$ cat src/rtl/uart_loader_pkg.sv
// Shared definitions for the serial boot loader: FSM state codes,
// response bytes and the bit positions in the UART wrapper status word.
package uart_loader_pkg;

    typedef logic [2:0] state_t;

    localparam state_t ST_HUNT  = 3'd0;
    localparam state_t ST_ADDR  = 3'd1;
    localparam state_t ST_LEN   = 3'd2;
    localparam state_t ST_DATA  = 3'd3;
    localparam state_t ST_MEMWR = 3'd4;
    localparam state_t ST_CSUM  = 3'd5;
    localparam state_t ST_RESP  = 3'd6;

    localparam logic [7:0] ACK_BYTE = 8'h06;
    localparam logic [7:0] NAK_BYTE = 8'h15;

    localparam int RX_EMPTY_BIT = 3;
    localparam int TX_FULL_BIT  = 0;

    // States in which the loader wants the next RX byte.
    function automatic logic is_fetch_state(input state_t s);
        return (s == ST_HUNT) || (s == ST_ADDR) || (s == ST_LEN) ||
               (s == ST_DATA) || (s == ST_CSUM);
    endfunction

endpackage

$ cat src/rtl/uart_loader_byte_reader.sv
// RX FIFO pop/capture handshake: pop in cycle N, byte presented with a
// one-cycle valid pulse in cycle N+1. Never more than one pop per two cycles.
module uart_byte_reader (
    input  logic       clk_i,
    input  logic       rst_i,
    input  logic       req_i,
    input  logic       rx_empty_i,
    input  logic [7:0] data_i,
    output logic       rd_o,
    output logic [7:0] byte_o,
    output logic       valid_o
);

    logic r_wait;
    logic w_rd;

    // r_wait marks the capture cycle, which also blocks a back-to-back pop.
    assign w_rd = req_i && !rx_empty_i && !r_wait && !rst_i;

    always_ff @(posedge clk_i) begin
        if (rst_i) begin
            r_wait <= 1'b0;
        end else begin
            r_wait <= w_rd;
        end
    end

    assign rd_o    = w_rd;
    assign valid_o = r_wait;
    assign byte_o  = data_i;

endmodule

$ cat src/rtl/uart_loader.sv
// Serial packet loader: SYNC, A0..A3, LEN, LEN*4 data bytes, CSUM -> 32-bit
// memory writes plus an ACK/NAK byte. Optional byte timeout: UART_LOADER_TIMEOUT_EN.
module uart_loader
    import uart_loader_pkg::*;
#(
    parameter int          ADDR_W    = 32,
    parameter logic [7:0]  SYNC_BYTE = 8'hA5
`ifdef UART_LOADER_TIMEOUT_EN
    ,
    parameter int unsigned TIMEOUT_CYC = 1_000_000
`endif
) (
    input  logic              clk_i,
    input  logic              rst_i,
    input  logic [7:0]        uart_status_i,
    input  logic [7:0]        uart_data_i,
    output logic              uart_read_o,
    output logic [7:0]        uart_data_o,
    output logic              uart_write_o,
    output logic [ADDR_W-1:0] mem_addr_o,
    output logic [31:0]       mem_data_o,
    output logic              mem_we_o,
    input  logic              mem_ready_i,
    output logic              busy_o,
    output logic              done_o,
    output logic              err_o,
    output logic [2:0]        dbg_state_o
);

    state_t      r_state;
    logic [31:0] r_addr;
    logic [31:0] r_word;
    logic [1:0]  r_cnt;
    logic [7:0]  r_words_left;
    logic [7:0]  r_csum;
    logic        r_nak;

    logic        w_req;
    logic        w_rd;
    logic        w_valid;
    logic [7:0]  w_byte;
    logic [7:0]  w_sum;
    logic        w_push;
    logic        w_sync_hit;
    logic        w_timeout;
    logic        w_unused_status;

    assign w_unused_status = ^{uart_status_i[7:4], uart_status_i[2:1]};

    assign w_req = is_fetch_state(r_state);

    uart_byte_reader u_reader (
        .clk_i      (clk_i),
        .rst_i      (rst_i),
        .req_i      (w_req),
        .rx_empty_i (uart_status_i[RX_EMPTY_BIT]),
        .data_i     (uart_data_i),
        .rd_o       (w_rd),
        .byte_o     (w_byte),
        .valid_o    (w_valid)
    );

    assign w_sum      = r_csum + w_byte;
    assign w_push     = (r_state == ST_RESP) && !uart_status_i[TX_FULL_BIT];
    assign w_sync_hit = (r_state == ST_HUNT) && w_valid && (w_byte == SYNC_BYTE);

`ifdef UART_LOADER_TIMEOUT_EN
    logic [31:0] r_tmo;

    // A pop or capture in flight defers the timeout so no fetched byte is lost.
    assign w_timeout = w_req && (r_state != ST_HUNT) && !w_rd && !w_valid &&
                       (r_tmo == 32'(TIMEOUT_CYC));

    always_ff @(posedge clk_i) begin
        if (rst_i || (r_state == ST_HUNT) || w_valid) begin
            r_tmo <= '0;
        end else if (w_req && (r_tmo != 32'(TIMEOUT_CYC))) begin
            r_tmo <= r_tmo + 32'd1;
        end
    end
`else
    assign w_timeout = 1'b0;
`endif

    always_ff @(posedge clk_i) begin
        if (rst_i) begin
            r_state      <= ST_HUNT;
            r_addr       <= '0;
            r_word       <= '0;
            r_cnt        <= '0;
            r_words_left <= '0;
            r_csum       <= '0;
            r_nak        <= 1'b0;
        end else begin
            case (r_state)
                ST_HUNT: begin
                    if (w_sync_hit) begin
                        r_state <= ST_ADDR;
                        r_cnt   <= '0;
                        r_csum  <= '0;
                        r_nak   <= 1'b0;
                    end
                end
                ST_ADDR: begin
                    if (w_valid) begin
                        r_addr[{r_cnt, 3'b000} +: 8] <= w_byte;
                        r_csum <= w_sum;
                        r_cnt  <= r_cnt + 2'd1;
                        if (r_cnt == 2'd3) begin
                            r_state <= ST_LEN;
                        end
                    end
                end
                ST_LEN: begin
                    if (w_valid) begin
                        r_csum       <= w_sum;
                        r_words_left <= w_byte;
                        r_cnt        <= '0;
                        // Zero length is malformed; leftover bytes fall to HUNT.
                        if (w_byte == 8'd0) begin
                            r_nak   <= 1'b1;
                            r_state <= ST_RESP;
                        end else begin
                            r_state <= ST_DATA;
                        end
                    end
                end
                ST_DATA: begin
                    if (w_valid) begin
                        r_word[{r_cnt, 3'b000} +: 8] <= w_byte;
                        r_csum <= w_sum;
                        r_cnt  <= r_cnt + 2'd1;
                        if (r_cnt == 2'd3) begin
                            r_state <= ST_MEMWR;
                        end
                    end
                end
                ST_MEMWR: begin
                    if (mem_ready_i) begin
                        r_addr       <= r_addr + 32'd4;
                        r_words_left <= r_words_left - 8'd1;
                        r_state      <= (r_words_left == 8'd1) ? ST_CSUM : ST_DATA;
                    end
                end
                ST_CSUM: begin
                    if (w_valid) begin
                        r_nak   <= (w_sum != 8'd0);
                        r_state <= ST_RESP;
                    end
                end
                ST_RESP: begin
                    if (w_push) begin
                        r_state <= ST_HUNT;
                    end
                end
                default: r_state <= ST_HUNT;
            endcase
            if (w_timeout) begin
                r_nak   <= 1'b1;
                r_state <= ST_RESP;
            end
        end
    end

    assign uart_read_o  = w_rd;
    assign uart_write_o = w_push;
    assign uart_data_o  = w_push ? (r_nak ? NAK_BYTE : ACK_BYTE) : 8'h00;
    assign done_o       = w_push;
    assign err_o        = w_push && r_nak;
    // Rises with the sync capture and drops with the response push.
    assign busy_o       = w_sync_hit ||
                          ((r_state != ST_HUNT) && !w_push);
    assign mem_we_o     = (r_state == ST_MEMWR);
    assign mem_addr_o   = r_addr[ADDR_W-1:0];
    assign mem_data_o   = r_word;
    assign dbg_state_o  = r_state;

endmodule

$ cat config.mk
export PLATFORM = sky130hd
export DESIGN_NAME = uart_loader
export DESIGN_NICKNAME = d
export VERILOG_FILES = /design/src/rtl/uart_loader_pkg.sv /design/src/rtl/uart_loader_byte_reader.sv /design/src/rtl/uart_loader.sv
export SDC_FILE = /design/constraint.sdc
export NUM_CORES = 1
export LEC_CHECK = 0
export ABC_AREA = 0
export CORE_UTILIZATION = 55
export DETAILED_ROUTE_END_ITERATION = 6
export GPL_TIMING_DRIVEN = 0
export MAX_ROUTING_LAYER = met4
export PLACE_DENSITY = 0.86
export SETUP_SLACK_MARGIN = 0.05
export SLEW_MARGIN = 20
export SYNTH_ARGS = -nofsm -noshare
export SYNTH_HDL_FRONTEND = slang
export SYNTH_SLANG_ARGS = --single-unit
$ cat constraint.sdc
create_clock -name clk_i -period 4.52 [get_ports clk_i]
set_input_delay 0.904 -clock clk_i [delete_from_list [all_inputs] [get_ports clk_i]]
set_output_delay 0.904 -clock clk_i [all_outputs]
set_load 0.01 [all_outputs]
Word level (Yosys, flattened, before mapping):

Index checks and enable logic that the tools add are counted.

* add/sub/neg operators: 5
* equality and inequality tests: 21
* shifts and indexed selects: 2
* mux-type cells: 34
* reduce and logical (&&, ||, !) cells: 36

Operators by type and width (number)
* $bwmux W32: 2
* $mux W32: 2
* $pmux W32 S2: 1
* $mux W3: 11
* $add A32 B3 Y32 const B: 1
* $mux W8: 4
* $pmux W8 S2: 2
* $shift A8 B7 Y32 const A: 1
* $shiftx A8 B7 Y32: 1
* $pmux W3 S7: 1
* $ne A2 B1 Y1 const B: 10
* $mux W5: 2
* $eq A3 B3 Y1 const B: 3
* $reduce_and A3 Y1: 3
* $reduce_and A9 Y1: 1
* $reduce_bool A3 Y1: 3
* $add A8 B8 Y8: 1
* $eq A8 B1 Y1 const B: 1
* $eq A8 B8 Y1 const B: 1
* $logic_and A1 B1 Y1: 8
* $logic_not A8 Y1: 1
* $reduce_bool A8 Y1: 1
* $sub A8 B1 Y8 const B: 1
* $neg A5 Y7: 1
* 18 further kinds: 35

* bits in registers: 87
* bits of input ports: 19

Logic depth before layout (Yosys ltp):

* word-level depth: 8
* depth in mapped cells: 11
* mapped depth without buffers: 7

Modules after synthesis:

Synthesis repeated with hierarchy kept, for this count alone.

* cell total of the unflattened synthesis: 691
* area, all modules: 5221.3 µm²

By module, submodules not included
* uart_loader: instances 1, cells an instance 680, area an instance 5123.7 µm²
* uart_byte_reader: instances 1, cells an instance 11, area an instance 97.6 µm²

Worst setup path before layout:

No wires, ideal clock.

* kind: in2out
* start: input rst_i
* end: output uart_read_o
* arrival time: 1.966 ns
* data required time: 3.616 ns
* path slack: 1.650 ns
* stages: 3
* path buffers: 2
* cell sequence: clkbuf_1 -> clkbuf_1 -> a2111oi_0

* word-level cells in the longest chain between the ends: 2

RTL lines
* from (decl): line uart_loader.sv:14 `input logic rst_i,`
* $logic_not A1 Y1: line uart_loader_byte_reader.sv:18 `assign w_rd = req_i && !rx_empty_i && !r_wait && !rst_i;`
* $logic_and A1 B1 Y1: line uart_loader_byte_reader.sv:18
* to (decl): line uart_loader.sv:17 `output logic uart_read_o,`

Every way passes these cells.

Final worst setup path:

* start: input uart_data_i[6]
* end: output busy_o

* word-level cells in the longest chain between the ends: 3

RTL lines
* from (decl): line uart_loader.sv:16 `input logic [7:0] uart_data_i,`
* $eq A8 B8 Y1: line uart_loader.sv:65 `assign w_sync_hit = (r_state == ST_HUNT) && w_valid && (w_byte == SYNC_BYTE);`
* $logic_and A1 B1 Y1: line uart_loader.sv:65
* $logic_or A1 B1 Y1: line uart_loader.sv:171 `assign busy_o = w_sync_hit ||`
* to (decl): line uart_loader.sv:24 `output logic busy_o,`

Every way passes these cells.

==> results.sh <==
export IMPL_outcome="complete, but fails checks"
export IMPL_violations="design-rule violations"
export IMPL_required_ns=3.62
export IMPL_grt_max_degree=19
export IMPL_dieArea_um2=9680
export IMPL_start_util_pct=57.8
export IMPL_period_share_pct=95.5
export IMPL_nets=805
export IMPL_hpwlAfterDp_mm=12.1
export IMPL_rows=34
export IMPL_cts_htree_levels=3
export IMPL_antenna_found_initial=0
export IMPL_cts_setup_buffers=0
export IMPL_synth_area_leaders="dfxtp_1, a21oi_1, nand2_1, nand3_1, clkbuf_1"
export IMPL_firstDrtPassIters=7
export IMPL_wl_per_cell_um=19.8
export IMPL_async_reset_ff_share_pct=0
export IMPL_drc=5
export IMPL_swShare_pct=32.2
export IMPL_p_sw_mw=0.517
export IMPL_ant_nets=0
export IMPL_die_y_um=98.4
export IMPL_p_leak_nw=2.08
export IMPL_cp_common_cell="clkdlybuf4s50_1"
export IMPL_synth_edf_count=0
export IMPL_synth_top_cell_area_share_pct=34.1
export IMPL_power_density_nw_per_um2=253
export IMPL_fp_coreArea_um2=8850
export IMPL_root_buffer="clkbuf_8"
export IMPL_crit_fanout=10
export IMPL_hold_violations=0
export IMPL_route_met2_wl_mm=8.25
export IMPL_viasPerCell=6.54
export IMPL_synth_simple_gate_area_share_pct=27.9
export IMPL_irDropWorstVdd_v=0.000211
export IMPL_clockPowerShare_pct=34.8
export IMPL_cts_tree="yes"
export IMPL_slew_headroom_pct=36.1
export IMPL_highest_layer="met4"
export IMPL_synth_cell_types=74
export IMPL_maxSlewViolCount=0
export IMPL_first_global_vias=5377
export IMPL_hold_path_startpoint="mem_addr_o[1]"
export IMPL_synth_xor_area_share_pct=0.857
export IMPL_fp_dieW_um=98.4
export IMPL_synth_adder_area_share_pct=3.82
export IMPL_insertion_delay_ns=0.37
export IMPL_max_stage_delay_ns=0.57
export IMPL_period_minus_slack_ns=4.31
export IMPL_pwr_share_comb_pct=15.5
export IMPL_holdWs_ns=0.460
export IMPL_grt_pass1_wl_mm=27.6
export IMPL_syn_inst=668
export IMPL_arrival_ns=3.41
export IMPL_diodes=0
export IMPL_drt_total_wl_mm=17.5
export IMPL_cap_violations=0
export IMPL_yosys_warnings=0
export IMPL_ys_flop_type="dfxtp_1"
export IMPL_ios=100
export IMPL_synth_area_um2=5110
export IMPL_setup_tns_ns=0
export IMPL_ys_seq_area_share_pct=34.1
export IMPL_drive_gt1_share_pct=5.67
export IMPL_seqPwrFrac_pct=49.7
export IMPL_gp_congestion=0.950
export IMPL_worst_path_buf_inv=3
export IMPL_clock_skew_ns=0.0136
export IMPL_final_common_cell="clkdlybuf4s50_1"
export IMPL_setup_worst_path_end_class="output port"
export IMPL_ctsResizeCount=0
export IMPL_tightest_slew_ns=0.958
export IMPL_path_class="primary input to output port"
export IMPL_synth_top_family_by_area="simple AND/OR/NAND/NOR gates"
export IMPL_route_vias_total=5785
export IMPL_internal_power_mw=1.09
export IMPL_cpMaxStageDelayCell="nor4_1"
export IMPL_final_cell_mix="clkdlybuf4s50_1, dfxtp_1, nand2_1"
export IMPL_avgSynthCellArea_um2=7.65
export IMPL_path_cells="clkdlybuf4s50_1 > clkbuf_1 > nor4_1 > nand3_1 > a21oi_1 > clkdlybuf4s50_1"
export IMPL_cts_buffers=9
export IMPL_startpoint_type="primary input"
export IMPL_grt_ovfl_total=0
export IMPL_hold_class="flop to flop"
export IMPL_hold_buffers=0
export IMPL_grtUsageTotal_pct=37.2
export IMPL_clock_sinks=87
export IMPL_syn2layout_area_growth_pct=24.1
export IMPL_yosysTopAreaCell="dfxtp_1"
export IMPL_clk_pin_slew_ns=0.11
export IMPL_synth_compound_area_share_pct=26.6
export IMPL_synth_mux_area_share_pct=0.416
export IMPL_max_freq_mhz=232
export IMPL_rsz0062_at_grt="false"
export IMPL_ys_seq_elements=87
export IMPL_r2r_start="r_cnt[0]"
export IMPL_setup_viol=0
export IMPL_crit_path_start="uart_data_i[6]"
export IMPL_clockBufferDepth=2
export IMPL_drtIter0Drc=520
export IMPL_io_buffer_count=89
export IMPL_wl_met3_mm=1.47
export IMPL_crit_family="buffers and inverters"
export IMPL_wl_met1_mm=7.12
-- registers in the layout (all words and copies together) (netlist names) --
register	count
mem_addr_o	32
mem_data_o	32
r_csum	8
r_words_left	8
dbg_state_o	3
r_cnt	2
r_nak	1
u_reader.valid_o	1
-- logic make-up (layout without fill, tap and decap cells) --
| kind of cell | Yosys count | count (layout) |
|---|---|---|
| buf+inv | 77 | 182 |
| flops | 87 | 87 |
| compound gates | 206 | 206 |
| mux | 2 | 2 |
| simple gates | 275 | 275 |
| fa+ha+maj | 15 | 15 |
| xor+xnor | 5 | 5 |
| other cells | 1 | 4 |
-- power groups by stage --
stage          clock [mW]  sequential, mW  combinational (mW)
2_1_floorplan           0           0.813               0.148
3_5_place_dp            0           0.815               0.242
4_1_cts             0.558           0.797               0.243
5_1_grt             0.592           0.799               0.265
6_report            0.559           0.797               0.249
3_3_place_gp            0           0.814               0.237
-- synthesized netlist by cell type (all sizes together) (6+ instances only) --
cell type / instances
nor4: 18
or3: 7
nand3: 50
dfxtp: 87
o31a: 7
buf: 12
nor2: 44
nand2: 83
o21ai: 33
clkbuf: 48
a32o: 7
and2: 6
or4: 7
o211ai: 6
and3: 12
a21oi: 76
ha: 14
inv: 17
a22oi: 17
nand4: 7
nor3: 13
-- through the flow --
step	std cells	utilization (%)	total power, mW	area, µm²	setup slack (ns)
global placement	868	69.5	1.05	6150	0.340
finish	884	71.7	1.61	6350	0.206
CTS	884	71.7	1.60	6350	0.325
floorplan	671	-	0.961	5120	1.65
global route	884	71.7	1.66	6350	0.133
detailed placement	868	69.5	1.06	6150	0.329
-- per-layer routing --
metal	up-vias	global-route usage, %
met5	-	-
met4	0	17.0
met3	61	5.25
met2	317	60.1
met1	2720	46.3
li1	2687	-
-- worst paths after layout --
path / to / slack (ns) / cells past startpoint
setup / recovery: busy_o / 0.21 / 6
hold / removal: mem_addr_o[1] / 0.46 / 2
setup reg to reg: mem_addr_o[20] / 1.42 / 10
hold reg to reg: mem_addr_o[1] / 0.46 / 2
-- area by class of cell --
type / count / area [µm²]
fill: 744 / 2500
buffer: 60 / 258
sequential: 87 / 1740
clock buffer: 9 / 124
inverter: 17 / 63.8
timing repair buffer: 89 / 891
clock inverter: 7 / 72.6
tap: 108 / 135
multi-input combinational: 507 / 3060
-- tightest hold or removal path: stages, from the launching register on --
cell     delay (ns)
dfxtp_1        0.32
nand2_1        0.05
a21oi_1        0.05
Note: power is estimated with default switching activity, not from simulation.
